File: src/rtl/pipeline_stall_ctrl_if.sv
// Stall/flush control bundle between pipeline stages and the stall controller.
// master drives requests and exceptions; slave is the controller.
interface pipeline_stall_ctrl_if #(
    parameter int ADDR_W = 32
);
    logic              stall_req_if;
    logic              stall_req_id;
    logic              stall_req_ex;
    logic              stall_req_mem;
    logic              exc_valid;
    logic [ADDR_W-1:0] exc_target;
    logic [5:0]        stall;
    logic              flush;
    logic [ADDR_W-1:0] flush_pc;
    logic              stall_timeout;

    modport master (
        output stall_req_if, stall_req_id, stall_req_ex, stall_req_mem,
        output exc_valid, exc_target,
        input  stall, flush, flush_pc, stall_timeout
    );

    modport slave (
        input  stall_req_if, stall_req_id, stall_req_ex, stall_req_mem,
        input  exc_valid, exc_target,
        output stall, flush, flush_pc, stall_timeout
    );
endinterface

File: src/rtl/pipeline_stall_ctrl.sv
// Central stall/flush controller: monotone stall vector, exception flush, watchdog.
// Define PIPE_PERF_CNT_EN to add stall-cycle and flush-event counters.
module pipeline_stall_ctrl #(
    parameter int ADDR_W        = 32,
    parameter int FLUSH_CYCLES  = 1,
    parameter int STALL_TIMEOUT = 1024
) (
    input logic                  clk,
    input logic                  rst,
    pipeline_stall_ctrl_if.slave bus
`ifdef PIPE_PERF_CNT_EN
    ,
    output logic [31:0]          perf_stall_cycles,
    output logic [31:0]          perf_flush_events
`endif
);
    localparam int CNT_W = (FLUSH_CYCLES > 1) ? $clog2(FLUSH_CYCLES) : 1;
    localparam int RUN_W = $clog2(STALL_TIMEOUT + 1);

    typedef enum logic [1:0] {
        S_RUN,
        S_FREEZE,
        S_FLUSH
    } state_t;

    state_t            state, state_n;
    logic [CNT_W-1:0]  flush_cnt, cnt_n;
    logic [RUN_W-1:0]  stall_run;
    logic [ADDR_W-1:0] flush_pc_q;
    logic              timeout_q;
    logic [5:0]        stall_c;
    logic              flush_c;
    logic              accept;
    logic              stalled;

    always_ff @(posedge clk or posedge rst) begin
        if (rst) begin
            state     <= S_RUN;
            flush_cnt <= '0;
        end else begin
            state     <= state_n;
            flush_cnt <= cnt_n;
        end
    end

    always_comb begin
        state_n = state;
        cnt_n   = flush_cnt;
        stall_c = 6'b000000;
        flush_c = 1'b0;
        accept  = 1'b0;
        unique case (state)
            S_RUN: begin
                if (bus.exc_valid) begin
                    stall_c = 6'b111111;
                    accept  = 1'b1;
                    state_n = S_FREEZE;
                end else begin
                    priority case (1'b1)
                        bus.stall_req_mem: stall_c = 6'b011111;
                        bus.stall_req_ex:  stall_c = 6'b001111;
                        bus.stall_req_id:  stall_c = 6'b000111;
                        bus.stall_req_if:  stall_c = 6'b000011;
                        default:           stall_c = 6'b000000;
                    endcase
                end
            end
            S_FREEZE: begin
                flush_c = 1'b1;
                if (FLUSH_CYCLES == 1) begin
                    state_n = S_RUN;
                end else begin
                    state_n = S_FLUSH;
                    cnt_n   = CNT_W'(FLUSH_CYCLES - 2);
                end
            end
            S_FLUSH: begin
                flush_c = 1'b1;
                if (flush_cnt == '0) begin
                    state_n = S_RUN;
                end else begin
                    cnt_n = flush_cnt - 1'b1;
                end
            end
            default: state_n = S_RUN;
        endcase
        // Outputs stay quiet for the whole reset assertion, not only after the edge.
        if (rst) begin
            stall_c = 6'b000000;
            accept  = 1'b0;
        end
    end

    assign stalled = (stall_c != 6'b000000);

    always_ff @(posedge clk or posedge rst) begin
        if (rst) begin
            flush_pc_q <= '0;
        end else if (accept) begin
            flush_pc_q <= bus.exc_target;
        end
    end

    // Timeout sets on the same edge the run length reaches STALL_TIMEOUT.
    always_ff @(posedge clk or posedge rst) begin
        if (rst) begin
            stall_run <= '0;
            timeout_q <= 1'b0;
        end else if (stalled) begin
            if (stall_run != RUN_W'(STALL_TIMEOUT)) begin
                stall_run <= stall_run + 1'b1;
            end
            if (stall_run >= RUN_W'(STALL_TIMEOUT - 1)) begin
                timeout_q <= 1'b1;
            end
        end else begin
            stall_run <= '0;
        end
    end

`ifdef PIPE_PERF_CNT_EN
    always_ff @(posedge clk or posedge rst) begin
        if (rst) begin
            perf_stall_cycles <= '0;
            perf_flush_events <= '0;
        end else begin
            if (stalled && perf_stall_cycles != 32'hFFFF_FFFF) begin
                perf_stall_cycles <= perf_stall_cycles + 1'b1;
            end
            if (accept && perf_flush_events != 32'hFFFF_FFFF) begin
                perf_flush_events <= perf_flush_events + 1'b1;
            end
        end
    end
`endif

    assign bus.stall         = stall_c;
    assign bus.flush         = flush_c;
    assign bus.flush_pc      = flush_pc_q;
    assign bus.stall_timeout = timeout_q;
endmodule

File: src/flat_wrapper.sv
// flat-port wrapper written by rule: the top's interface ports become plain ports
module pipeline_stall_ctrl_flat 
#(
    parameter int ADDR_W        = 32,
    parameter int FLUSH_CYCLES  = 1,
    parameter int STALL_TIMEOUT = 1024
)
  (clk, rst, bus_stall_req_if, bus_stall_req_id, bus_stall_req_ex, bus_stall_req_mem, bus_exc_valid, bus_exc_target, bus_stall, bus_flush, bus_flush_pc, bus_stall_timeout);
  pipeline_stall_ctrl_if #(.ADDR_W(ADDR_W)) bus_i ();
  input logic clk;
  input logic rst;
  input wire logic [$bits(bus_i.stall_req_if)-1:0] bus_stall_req_if;
  input wire logic [$bits(bus_i.stall_req_id)-1:0] bus_stall_req_id;
  input wire logic [$bits(bus_i.stall_req_ex)-1:0] bus_stall_req_ex;
  input wire logic [$bits(bus_i.stall_req_mem)-1:0] bus_stall_req_mem;
  input wire logic [$bits(bus_i.exc_valid)-1:0] bus_exc_valid;
  input wire logic [$bits(bus_i.exc_target)-1:0] bus_exc_target;
  output wire logic [$bits(bus_i.stall)-1:0] bus_stall;
  output wire logic [$bits(bus_i.flush)-1:0] bus_flush;
  output wire logic [$bits(bus_i.flush_pc)-1:0] bus_flush_pc;
  output wire logic [$bits(bus_i.stall_timeout)-1:0] bus_stall_timeout;
  assign bus_i.stall_req_if = bus_stall_req_if;
  assign bus_i.stall_req_id = bus_stall_req_id;
  assign bus_i.stall_req_ex = bus_stall_req_ex;
  assign bus_i.stall_req_mem = bus_stall_req_mem;
  assign bus_i.exc_valid = bus_exc_valid;
  assign bus_i.exc_target = bus_exc_target;
  assign bus_stall = bus_i.stall;
  assign bus_flush = bus_i.flush;
  assign bus_flush_pc = bus_i.flush_pc;
  assign bus_stall_timeout = bus_i.stall_timeout;
  pipeline_stall_ctrl #(.ADDR_W(ADDR_W), .FLUSH_CYCLES(FLUSH_CYCLES), .STALL_TIMEOUT(STALL_TIMEOUT)) u_core (.clk(clk), .rst(rst), .bus(bus_i));
endmodule
File: config.mk
export PLATFORM = sky130hd
export DESIGN_NAME = pipeline_stall_ctrl_flat
export DESIGN_NICKNAME = d
export VERILOG_FILES = /design/src/rtl/pipeline_stall_ctrl_if.sv /design/src/rtl/pipeline_stall_ctrl.sv /design/src/flat_wrapper.sv
export SDC_FILE = /design/constraint.sdc
export NUM_CORES = 1
export LEC_CHECK = 0
export ABC_AREA = 1
export CAP_MARGIN = 5
export CORE_MARGIN = 1
export CORE_UTILIZATION = 30
export CTS_BUF_LIST = sky130_fd_sc_hd__clkbuf_4 sky130_fd_sc_hd__clkbuf_8 sky130_fd_sc_hd__clkbuf_16
export DETAILED_ROUTE_END_ITERATION = 10
export PLACE_DENSITY = 0.7
export SETUP_SLACK_MARGIN = 0.05
export SYNTH_ARGS = -nofsm -noshare
export SYNTH_HDL_FRONTEND = slang
export SYNTH_SLANG_ARGS = --single-unit
File: constraint.sdc
create_clock -name clk -period 2.4 [get_ports clk]
set_clock_uncertainty 0.15 [all_clocks]
set_input_delay 0.48 -clock clk [delete_from_list [all_inputs] [get_ports clk]]
set_output_delay 0.48 -clock clk [all_outputs]
set_load 0.03 [all_outputs]
==> results.md <==
- Clock-pin transition on the worst setup and hold timing paths: 0.08 ns
- Sequential share of the synthesized area: ~55%
- Max frequency: between 400 and 500 MHz
- H-tree Lvls: 2
- Clk sinks: 45
- WHS: ~0.32 ns
- CP startpoint: rst
- Tot GR Track Use: between 10% and 20%
- CTS tree: done
- Final hold vios: 0
- Drt via density: about 4.4
- Setup crit start kind: input port
- Worst R2R Start: u_core.stall_run[0]
- Setup TNS: 0 ns
- Skew-Pair Late Insertion Delay: just under 0.3 ns
- Drt pass-1 iters: 4
- Crit end category: output port
- Clk buf depth: 2
- Synth Register Bits: 45
- Area grow syn2layout: 45.9%
- Design area: between 2000 and 3000 sq um
- Critical Path Fanout Max: 5
- Share of the synthesized area in the top cell type: a little under three fifths
- Starting Density: 31.6%
- Critical-path cell list: clkdlybuf4s50_1 -> nor2_4 -> nand2_1 -> nand4_1 -> buf_4
- Commonest non-fill, non-tap cell in the layout: nand2_1
- Place WS: around 0.15 ns
- Core area: ~6500 sq um
- Nets: between 300 and 400
- Worst Path Buf+Inv: 2
- Routed wire length per instance: roughly 11 um
- Crit-path slowest cell: clkdlybuf4s50_1
- FP Rows: 29
- Die Span X: about 84 um
- Fillers: approximately 640
- CP required: approximately 1.8 ns
- Ys Warns: 0
- Commonest non-fill, non-tap cells in the layout: nand2_1, clkdlybuf4s50_1, dfrtp_1
- DR iter-0 viols: between 60 and 70
- HP Start: u_core.bus.stall_timeout
- Worst setup margin: about 0.16 ns
- Port-buffer cells: between 70 and 80
- Syn_area_per_cell: ~8.2 sq um
- RSZ-0062 raised after global routing: false
- Diode count: 0
- Final wirelength: approximately 4600 um
- Initial antenna violation count: 0
- Num ports: 79
- Crit path time final: roughly 2.2 ns
- Pwr Density: around 710 nW/um^2
- Leak: around 0.0015 uW
- CTS buffer count: 5
- Cells after DPL: 399
- Drt drc: 0
- Hold Buf Count CTS: 0
- CP top delay family: buffers and inverters
- Post-Syn Area: roughly 2000 sq um
- Area leader, netlist: dfrtp_1
- Die Area: approximately 7100 sq um
- Post-CTS Setup Bufs: 0
- Routability Congestion: 0.798
- Worst Hold Class: flop to flop
- Vias in the first global route: ~1.8k
- Max-slew violations: 0
- Total grt overflow: 0
- Die Ht: 84.5 um
- Share of post-route cells with drive strength above 1: 8.18%
- DR vias: ~1.8k
- Slew headroom: a little over three fifths
- Max stage delay on crit path: ~0.53 ns
- Worst VDD drop: 0.418 mV
- Max Cap Viol: 0
- DP Wirelength: roughly 3400 um
- Actual slew at the worst max-slew pin: between 0.5 and 0.6 ns
- Endpoints failing setup: 0
- Crit Path Class: input port to output port
- Netlist cell types: 24
- Syn nets: 290
- First-pass GRT wire length: slightly above 8000 um
- Clock Tree Root: clkbuf_8
- Antenna Nets Post-Route: 0
- Status: finished, final reports clean
- Worst Path Arrival: roughly 1.6 ns
- Non-Filler Instances: between 400 and 500
- Post-DP Area: between 2000 and 3000 sq um
- Synth area leaders: dfrtp_1, nand2_1, nor2_1
- Largest net degree at the start of global routing: 46
- Part of the cycle the worst path needs: about 94%
- Post-CTS Resized: 0
- Mapped Cells: between 200 and 250
[area by class of cell]
| type | instances | area, sq um | area share [%] |
|---|---|---|---|
| Sequential cell | 45 | 1130 | 37.8 |
| Timing Repair Buffer | 81 | 788 | 26.5 |
| Multi-Input combinational cell | 177 | 778 | 26.2 |
| Tap cell | 77 | 96.3 | 3.24 |
| Clock buffer | 6 | 76.3 | 2.57 |
| Inverter | 19 | 71.3 | 2.40 |
| Clock inverter | 2 | 38.8 | 1.30 |
[power breakdown]
group	leakage (uW)	total (uW)	internal (uW)	switching, uW
combinational	0.000836	619	268	351
clock	0.0000588	584	324	260
sequential	0.000571	904	850	54.3
total	0.00147	2110	1440	666
[tightest hold or removal path: stages (launching register included)]
cell and delay, ns:
dfrtp_1 0.35, inv_1 0.04, nand2_1 0.05
[final timing paths]
check	end	cells after the start	slack, ns
worst max-delay path	bus_stall[0]	5	0.16
worst min-delay path	u_core.bus.stall_timeout	2	0.32
worst max register to register	u_core.stall_run[0]	9	0.94
worst min register to register	u_core.bus.stall_timeout	2	0.32
max in group asynchronous	u_core.bus.flush_pc[15]	3	1.12
min in group asynchronous	u_core.state[0]	3	0.61
[layer usage]
layer | GRT usage, % | part of all wire, % | up-vias
met2 | 24.4 | 49 | 53
met1 | 16.7 | 43 | 830
met4 | 4.78 | 1.6 | 0
met5 | 0 | 0 | -
li1 | - | - | 913
met3 | 4.03 | 6.0 | 8
[per-stage QoR]
step | power, uW | util [%]
finish | 2110 | 46.1
global route | 2210 | 46.1
CTS | 2140 | 46.1
detailed placement | 1540 | 44.3
global placement | 1540 | 44.3
floorplan | 1250 | -
[logic make-up after synthesis]
logic type                 Yosys count  share of synthesized area, %
xor gates and xnor gates             3                          1.29
AOI/OAI and AO/OA                    6                          1.78
buffers and inverters               27                          6.62
DFF                                 45                          55.2
adders and majority gates            2                          1.23
and+or+nand+nor                    166                          33.9
[cells in the mapped netlist]
cell type,instances
nand4_1,2
xnor2_1,1
inv_2,1
a21oi_1,3
nand2_2,2
o21bai_1,1
dfrtp_1,45
nor3_1,3
nand3_2,3
ha_1,2
nor2_2,1
xor2_1,2
nor2_1,21
nor2_4,2
buf_2,3
nand3b_1,1
buf_4,2
nand3_1,8
nand2_1,122
inv_1,18
o21ai_0,1
buf_6,3
nor3b_1,1
o21ai_2,1
[state kept, by name, summed over array words and instances, names as in the netlist]
name                      count
u_core.state                  1
u_core.bus.stall_timeout      1
u_core.bus.flush_pc          32
u_core.stall_run             11
No activity file was read; power rests on OpenSTA's default activity.
